===== src/rtl/seg_snake_driver.sv =====
// seg_snake_driver: snake animation engine for an N-digit 7-segment display.
// A SNAKE_LEN-segment snake runs around the outer perimeter of the whole display,
// advancing one path position every TICK_DIV clock cycles while running.
//
// Path (P = 2*NUM_DIGITS+4 positions): a of digits 0..N-1, b and c of digit N-1,
// d of digits N-1..0, then e and f of digit 0. Segment g is never lit.
//
// Ports:
//   clk       system clock
//   rst       synchronous active-high reset
//   en        1 = run, 0 = hold
//   dir       0 = clockwise, 1 = counter-clockwise (sampled on each step)
//   seg_n     active-low segments, digit d = seg_n[7d+6:7d], bit6=a .. bit0=g
//   dpt_n     active-low decimal points
//   head_pos  current head path position
//   lap       one-cycle pulse after a step whose head update wrapped
//
// Build option: define SNAKE_HEAD_DP_EN to light the decimal point of the digit
// that owns the head segment; otherwise dpt_n is tied high.
module seg_snake_driver #(
  parameter int unsigned NUM_DIGITS = 4,
  parameter int unsigned TICK_DIV   = 5_000_000,
  parameter int unsigned SNAKE_LEN  = 3
) (
  input  logic                                 clk,
  input  logic                                 rst,
  input  logic                                 en,
  input  logic                                 dir,
  output logic [7*NUM_DIGITS-1:0]              seg_n,
  output logic [NUM_DIGITS-1:0]                dpt_n,
  output logic [$clog2(2*NUM_DIGITS+4)-1:0]    head_pos,
  output logic                                 lap
);

  localparam int unsigned P       = 2 * NUM_DIGITS + 4;
  localparam int unsigned PW      = $clog2(P);
  localparam int unsigned CW      = $clog2(TICK_DIV);
  localparam int unsigned SegW    = 7 * NUM_DIGITS;
  localparam int unsigned SegIdxW = $clog2(SegW);

  typedef enum logic [1:0] {StBlank, StRun, StHold} st_e;

  st_e               st_q, st_d;
  logic [CW-1:0]     cnt_q, cnt_d;
  logic [PW-1:0]     head_q, head_d;
  logic              dir_q, dir_d;
  logic              lap_q, lap_d;
  logic [SegW-1:0]   seg_n_q, seg_n_d;
  logic              tick, wrap;
  logic [31:0]       head_w, off_raw, off;

  // Flat seg_n bit index of the segment at a given path position.
  function automatic int unsigned seg_index(int unsigned pos);
    if (pos < NUM_DIGITS)                 return 7 * pos + 6;
    else if (pos == NUM_DIGITS)           return 7 * (NUM_DIGITS - 1) + 5;
    else if (pos == NUM_DIGITS + 1)       return 7 * (NUM_DIGITS - 1) + 4;
    else if (pos <= 2 * NUM_DIGITS + 1)   return 7 * (2 * NUM_DIGITS + 1 - pos) + 3;
    else if (pos == 2 * NUM_DIGITS + 2)   return 2;
    else                                  return 1;
  endfunction

  always_comb begin
    tick = (st_q == StRun) && (cnt_q == CW'(TICK_DIV - 1));

    st_d = st_q;
    case (st_q)
      StBlank: if (en)  st_d = StRun;
      StRun:   if (!en) st_d = StHold;
      StHold:  if (en)  st_d = StRun;
      default:          st_d = StBlank;
    endcase

    // Counter only advances while running; HOLD/BLANK keep the partial step.
    cnt_d = cnt_q;
    if (st_q == StRun) cnt_d = tick ? '0 : cnt_q + CW'(1);

    head_d = head_q;
    dir_d  = dir_q;
    wrap   = 1'b0;
    if (tick) begin
      dir_d = dir;
      if (dir) begin
        wrap   = (head_q == '0);
        head_d = wrap ? PW'(P - 1) : head_q - PW'(1);
      end else begin
        wrap   = (head_q == PW'(P - 1));
        head_d = wrap ? '0 : head_q + PW'(1);
      end
    end
    lap_d = tick && wrap;
  end

  // A position is lit when its distance behind the head (against the motion
  // direction, mod P) is below SNAKE_LEN.
  always_comb begin
    seg_n_d = '1;
    head_w  = 32'(head_q);
    off_raw = '0;
    off     = '0;
    if (st_q != StBlank) begin
      for (int unsigned p = 0; p < P; p++) begin
        off_raw = dir_q ? (p + P - head_w) : (head_w + P - p);
        off     = (off_raw >= P) ? off_raw - P : off_raw;
        if (off < SNAKE_LEN) seg_n_d[SegIdxW'(seg_index(p))] = 1'b0;
      end
    end
  end

  always_ff @(posedge clk) begin
    if (rst) begin
      st_q    <= StBlank;
      cnt_q   <= '0;
      head_q  <= '0;
      dir_q   <= 1'b0;
      lap_q   <= 1'b0;
      seg_n_q <= '1;
    end else begin
      st_q    <= st_d;
      cnt_q   <= cnt_d;
      head_q  <= head_d;
      dir_q   <= dir_d;
      lap_q   <= lap_d;
      seg_n_q <= seg_n_d;
    end
  end

`ifdef SNAKE_HEAD_DP_EN
  logic [NUM_DIGITS-1:0] dpt_n_q, dpt_n_d;
  logic [31:0]           head_seg;

  // Digit owning the head segment: seg_index / 7.
  always_comb begin
    dpt_n_d  = '1;
    head_seg = seg_index(32'(head_q));
    if (st_q != StBlank) begin
      for (int unsigned d = 0; d < NUM_DIGITS; d++) begin
        if (head_seg / 7 == d) dpt_n_d[d] = 1'b0;
      end
    end
  end

  always_ff @(posedge clk) begin
    if (rst) dpt_n_q <= '1;
    else     dpt_n_q <= dpt_n_d;
  end

  assign dpt_n = dpt_n_q;
`else
  assign dpt_n = '1;
`endif

  assign seg_n    = seg_n_q;
  assign head_pos = head_q;
  assign lap      = lap_q;

endmodule


===== config.mk =====
export PLATFORM = sky130hd
export DESIGN_NAME = seg_snake_driver
export DESIGN_NICKNAME = d
export VERILOG_FILES = /design/src/rtl/seg_snake_driver.sv
export SDC_FILE = /design/constraint.sdc
export NUM_CORES = 1
export LEC_CHECK = 0
export CAP_MARGIN = 0
export CORE_ASPECT_RATIO = 0.5
export CORE_UTILIZATION = 30
export DETAILED_ROUTE_END_ITERATION = 12
export GPL_TIMING_DRIVEN = 0
export HOLD_SLACK_MARGIN = 0.05
export SLEW_MARGIN = 30
export SYNTH_ARGS = -nofsm -noshare
export SYNTH_HDL_FRONTEND = slang
export SYNTH_SLANG_ARGS = --single-unit

===== constraint.sdc =====
create_clock -name clk -period 6.1 [get_ports clk]
set_input_delay 1.22 -clock clk [delete_from_list [all_inputs] [get_ports clk]]
set_output_delay 1.22 -clock clk [all_outputs]
set_load 0.02 [all_outputs]

==> run_results.csv, run 1 <==
group,metric,value,unit
global_routing,use_met2,25.87,%
setup_path,regToRegSetupSlack,1840,ps
setup_path,path_class,"reg -> reg",
clock_tree,ctsResizeCount,0,
placement,port_buffers,20,
clock_tree,cts-hold-fix-buffers,0,
power,peakVddDrop,0.00008760,V
power,p_leak,0.001988,µW
global_routing,antenna_found_initial,0,
synth,ys_ff_latch,43,
sta,min_period,4259,ps
setup_path,end_kind,"flop",
setup_path,cp_num_buf_inv,3,
drt,drtIter0Drc,217,
setup_path,slowest_delay,490,ps
cells_and_area,finalNetCount,614,
sta,finalSetupTns,0,ps
clock_tree,htreeDepth,2,
global_routing,grt_pass1_vias,3656,
synth,synth-seq-area-share,20.80,%
sta,hold_viol_final,0,
min_path,hp-class,"reg -> reg",
drt,dr_total_vias,3760,
clock_tree,clk_latency,300,ps
status,status,"finished, final reports clean",
power,combPwrFrac,7.0,%
clock_tree,cts_tree,"yes",
sta,finalCritPeriodShare,69.83,%
floorplan,die_height,85.05,µm
sta,rsz0062_at_grt,"no",
global_routing,grtUsageMet1,20.54,%
global_routing,grt_start_max_net_pins,14,
setup_path,crit_fanout,10,
run,drv_cap,0,
sta,fin_skew,11.69,ps
setup_path,critPathMostFrequentCell,"ha_1",
synth,synth_warnings,0,
synth,synth_top_cells_by_area,"dfxtp_1 (21%), ha_1 (15%), nor2_1 (4.5%)",
global_routing,track_usage,15.61,%
setup_path,crit_family,"simple AND/OR/NAND/NOR gates",
cells_and_area,final_cell_mix,"nor2_1 (50), ha_1 (50), dfxtp_1 (43)",
power,finalPower,604.8,µW
setup_path,required,6250,ps
power,p_int,453.0,µW
floorplan,rows,29,
drt,drtAntennaViolNets,0,
synth,synth_top_area_share,20.80,%
drt,drcViolationCount,0,
power,clkPwrFrac,45.8,%
placement,gp_congestion,0.8697,
drt,routed_wirelength,10530,µm
sta,setup_viol,0,
clock_tree,clk_pin_slew_worst_paths,70,ps
synth,synth-async-reset-ratio,0,%
sta,fmaxAchievable,0.2348,GHz
synth,synthCells,514,
synth,yosys.area.top_type,"dfxtp_1",
synth,syn_avg_cell_area,8.050,µm²
floorplan,start_util,31.68,%
setup_path,critical_path_arrival,4410,ps
power,p_sw_share,25.09,%
cells_and_area,drive_above_1_share,11.05,%
synth,synth_cell_types,75,
power,p_seq_share,47.2,%
power,p_per_area,127.0,nW/µm²
sta,finalMaxSlewViolations,0,
placement,dp_hpwl,7936,µm
floorplan,ios,41,
sta,maxSlewHeadroom,61.05,%
global_routing,busiest_layer,"met2",
setup_path,cp_slowest_cell,"dfxtp_1",
clock_tree,numCtsBuffers,5,
global_routing,overflow,0,
clock_tree,cts_root_buf,"clkbuf_16",
synth,syn_area,4138,µm²
drt,drtPass1Iterations,4,
global_routing,grt_pass1_wl,17970,µm
drt,viasPerCell,5.144,
clock_tree,post-cts-setup-buffers,0,
sta,worst_pin_slew,583.0,ps
power,p_sw,151.7,µW
cells_and_area,syn_to_final_growth,15.12,%
cells_and_area,diodes,0,
synth,synth_edf_count,0,
floorplan,die_w,168.1,µm
clock_tree,cts_sinks,43,
global_routing,use_met3,2.659,%
floorplan,dieArea,14290,µm²
clock_tree,clockBufferDepth,2,
setup_path,path_cells,"clkbuf_1 -> inv_1 -> ha_1 -> nor2b_1 -> or3_1 -> a31o_2 -> ha_1 -> nor3_1 -> inv_1 -> ha_1 -> nor4bb_1 -> nand4_1 -> a2111oi_0 -> o221ai_1",
synth,ys.flop_type,"dfxtp_1",
drt,wl_per_cell,14.40,µm
floorplan,coreArea,13060,µm²
setup_path,startpoint_type,"flop",
## metal layers
metal	up-vias	share of wire (%)
met4	0	1.6
met3	15	5.6
met5	-	0
li1	1914	-
met1	1721	50
met2	110	43
## kinds of logic (layout without fill, tap and decap cells)
kind of cell,count (synthesis),after routing,share of synthesized area [%]
and+or+nand+nor,195,195,26.10
AOI/OAI and AO/OA,109,109,18.42
buffers and inverters,71,99,9.253
adders and majority gates,50,50,15.12
DFF,43,43,20.80
xor gates and xnor gates,34,34,7.197
muxes,11,11,3.024
other,1,20,0.09063
## worst min-delay path, delay by kind of cell (launching register included)
family / cells / cell delay (ps)
DFF: 1 / 330
and+or+nand+nor: 1 / 60
AOI/OAI and AO/OA: 1 / 50
## synth_stat cells, drive strengths merged, types with 7 or more instances
master,n
ha,50
nor2,50
dfxtp,43
buf,36
a21oi,29
nand2,27
inv,26
xnor2,19
nor3,16
xor2,15
o21ai,14
nand3,13
nor2b,12
nor4,11
nand2b,10
nand4,10
mux2i,9
clkbuf,8
nor3b,8
a21boi,7
and3,7
## stage by stage
stage / util (%) / std cells / hold slack [ps] / area, µm² / worst slack, ps
after floorplan: - / 533 / 462.0 / 4209 / 2425
after global placement: 35.38 / 723 / 478.9 / 4622 / 1942
after detailed placement: 35.38 / 723 / 484.6 / 4622 / 1914
after CTS: 36.47 / 731 / 493.9 / 4763 / 1892
after global routing: 36.47 / 731 / 539.8 / 4763 / 1629
final: 36.47 / 731 / 491.7 / 4763 / 1841
## worst paths after layout
kind / startpoint / depth (start not counted) / to
max: head_pos[1]$_SDFFE_PP0P_ / 14 / seg_n[6]$_SDFF_PP1_
min: cnt_q[1]$_SDFFE_PP0N_ / 2 / cnt_q[1]$_SDFFE_PP0N_
max reg2reg: head_pos[1]$_SDFFE_PP0P_ / 14 / seg_n[6]$_SDFF_PP1_
min reg2reg: cnt_q[1]$_SDFFE_PP0N_ / 2 / cnt_q[1]$_SDFFE_PP0N_
## layout make-up
class                           count  area, µm²
Fill cell                        1357       8299
Multi-Input combinational cell    419       2965
Sequential cell                    43      860.8
Buffer                             44      280.3
Tap cell                          170      212.7
Timing Repair Buffer               20      200.2
Clock buffer                        6      128.9
Inverter                           27      102.6
Clock inverter                      2      12.51
## state kept, by name, summed over array words and instances (netlist names)
signal / cells
cnt_q: 23
seg_n: 12
head_pos: 4
st_q: 2
dir_q: 1
lap: 1
## power groups by stage
stage	Sequential (µW)	Clock (µW)	Combinational, µW
after floorplan	293	0	32.3
after global placement	292	0	42.3
after detailed placement	292	0	42.3
after CTS	285	284	42.3
after global routing	285	298	46.0
final	285	277	42.5
No activity file was read; power rests on OpenSTA's default activity.
==> run 2, diff against run 1 <==
==> constraint.sdc (replaced) <==
create_clock -name clk -period 4 [get_ports clk]
set_input_delay 0.8 -clock clk [delete_from_list [all_inputs] [get_ports clk]]
set_output_delay 0.8 -clock clk [all_outputs]
set_load 0.02 [all_outputs]
==> run 2 against run 1 <==
Compared with the run above: sequential share of layout area barely moved; die area did not move; critical endpoint is now seg_n[1]$_SDFF_PP1_; final area rose by 0.53%; final cell count did not move; power rose by 52%; critical path type unchanged.
==> run_results.csv, run 2 (synthesis gave the netlist of run 1 again) <==
group,metric,value,unit
min_path,hp-start,"cnt_q[1]$_SDFFE_PP0N_",
setup_path,crit_fanout,12,
sta,setup_viol,0,
sta,hold_viol_final,0,
status,status,"finished, final reports clean",
setup_path,required,4150,ps
floorplan,die_height,85.05,µm
clock_tree,cts_root_buf,"clkbuf_16",
floorplan,die_w,168.1,µm
sta,finalCritPeriodShare,95.29,%
power,p_leak,0.001995,µW
floorplan,coreArea,13060,µm²
power,clkPwrFrac,45.6,%
clock_tree,clk_pin_slew_worst_paths,70,ps
setup_path,path_class,"reg -> reg",
sta,fin_skew,7.837,ps
floorplan,ios,41,
cells_and_area,final_cell_mix,"nor2_1 (50), ha_1 (50), dfxtp_1 (40)",
power,p_per_area,191.6,nW/µm²
setup_path,crit_family,"simple AND/OR/NAND/NOR gates",
power,peakVddDrop,0.0001325,V
sta,worst_pin_slew,598.0,ps
global_routing,grt_pass1_vias,3656,
setup_path,slowest_delay,410,ps
setup_path,cp_slowest_cell,"or3_1",
global_routing,grt_pass1_wl,17970,µm
power,combPwrFrac,7.1,%
setup_path,critPathMostFrequentCell,"ha_1",
setup_path,reg2reg_from,"head_pos[2]$_SDFFE_PP0P_",
power,p_sw,227.2,µW
power,p_int,690.1,µW
drt,routed_wirelength,10470,µm
cells_and_area,largest_reg_flops,23,
sta,hold-worst-slack,491.8,ps
clock_tree,numCtsBuffers,5,
drt,dr_total_vias,3764,
clock_tree,cts_tree,"yes",
floorplan,dieArea,14290,µm²
power,finalPower,917.2,µW
power,p_sw_share,24.77,%
drt,drcViolationCount,0,
cells_and_area,syn_to_final_growth,15.72,%
setup_path,path_cells,"buf_4 -> inv_2 -> ha_1 -> buf_2 -> nor2_1 -> mux2_1 -> or2_1 -> or3_1 -> ha_1 -> nand4b_1 -> nor4_2 -> o2111a_1 -> o211ai_1",
min_path,hp-class,"reg -> reg",
setup_path,cp_num_buf_inv,3,
sta,min_period,3812,ps
sta,fmaxAchievable,0.2624,GHz
floorplan,rows,29,
setup_path,startpoint_type,"flop",
run,drv_cap,0,
global_routing,grt_start_max_net_pins,14,
cells_and_area,drive_above_1_share,12.30,%
sta,finalMaxSlewViolations,0,
cells_and_area,diodes,0,
clock_tree,cts_sinks,43,
setup_path,critPathLaunch,"head_pos[2]$_SDFFE_PP0P_",
cells_and_area,finalNetCount,614,
drt,viasPerCell,5.149,
clock_tree,htreeDepth,2,
power,p_seq_share,47.3,%
clock_tree,clk_latency,290,ps
sta,rsz0062_at_grt,"no",
global_routing,overflow,0,
global_routing,track_usage,15.61,%
drt,wl_per_cell,14.32,µm
drt,drtIter0Drc,209,
sta,maxSlewHeadroom,59.98,%
cells_and_area,largest-register,"cnt_q",
placement,port_buffers,20,
placement,gp_congestion,0.8697,
placement,dp_hpwl,7936,µm
global_routing,antenna_found_initial,0,
drt,drtAntennaViolNets,0,
setup_path,end_kind,"flop",
setup_path,critical_path_arrival,3960,ps
drt,drtPass1Iterations,4,
floorplan,start_util,31.68,%
clock_tree,clockBufferDepth,2,
==> run 2: cell count changes in the layout (fill, tap and decap cells not counted) <==
cell	previous run	this run
o21ai_1	3	2
o21ai_2	0	1
nor4_1	8	7
nor3_2	0	1
dfxtp_2	0	2
dfxtp_4	0	1
nor4_2	2	3
clkbuf_4	0	1
dfxtp_1	43	40
clkbuf_1	9	8
nor3_1	16	15
==> run 2: layer usage <==
| metal | track usage, % | vias to the layer above | wire length, µm |
|---|---|---|---|
| met3 | 2.659 | 27 | 596 |
| met5 | 0 | - | 0 |
| met4 | 5.620 | 0 | 232 |
| met1 | 20.54 | 1722 | 5155 |
| li1 | - | 1912 | - |
| met2 | 25.87 | 103 | 4481 |
==> run 2: final timing paths <==
kind	to	slack, ps	cells after the start
worst max-delay path	seg_n[1]$_SDFF_PP1_	190	13
worst min-delay path	cnt_q[1]$_SDFFE_PP0N_	490	2
worst max register to register	seg_n[1]$_SDFF_PP1_	190	13
worst min register to register	cnt_q[1]$_SDFFE_PP0N_	490	2
==> run 2: area by class of cell <==
class / count / area [µm²]
clock buffers: 6 / 128.9
repair buffers: 20 / 200.2
clock inverters: 2 / 12.51
well taps: 170 / 212.7
fillers: 1354 / 8274
plain buffers: 44 / 284.0
multi-input cells: 419 / 2980
flip-flops and latches: 43 / 867.1
inverters: 27 / 102.6
==> run 2: worst min-delay path, stage by stage (launching register included) <==
cell     delay, ps
dfxtp_1        340
nand2_1         60
a21oi_1         50
==> run 2: power groups by stage <==
stage / Clock [µW] / Combinational, µW / Sequential [µW]
after floorplan: 0 / 49.3 / 446
after global placement: 0 / 64.4 / 445
after detailed placement: 0 / 64.4 / 445
after CTS: 433 / 64.5 / 435
after global routing: 455 / 70.1 / 435
final: 418 / 64.8 / 434
==> run 2: what timing repair did <==
action | in CTS | in global routing
hold buffers | 0 | 0
gates cloned | 0 | 0
endpoints found under the setup margin | 2 | 2
setup buffers | 0 | 0
endpoints found under the hold margin | 0 | 0
resized for setup | 3 | 7
==> run 2: stage by stage <==
step           setup TNS (ps)  area (µm²)  utilization, %  std cells  worst slack, ps
5_1_grt                     0        4788           36.66        731            7.308
4_1_cts                     0        4770           36.51        731            5.531
6_report                    0        4788           36.66        731            188.4
3_5_place_dp           -344.0        4622           35.38        723           -185.9
3_3_place_gp           -257.8        4622           35.38        723           -157.7
2_1_floorplan               0        4209               -        533            324.6
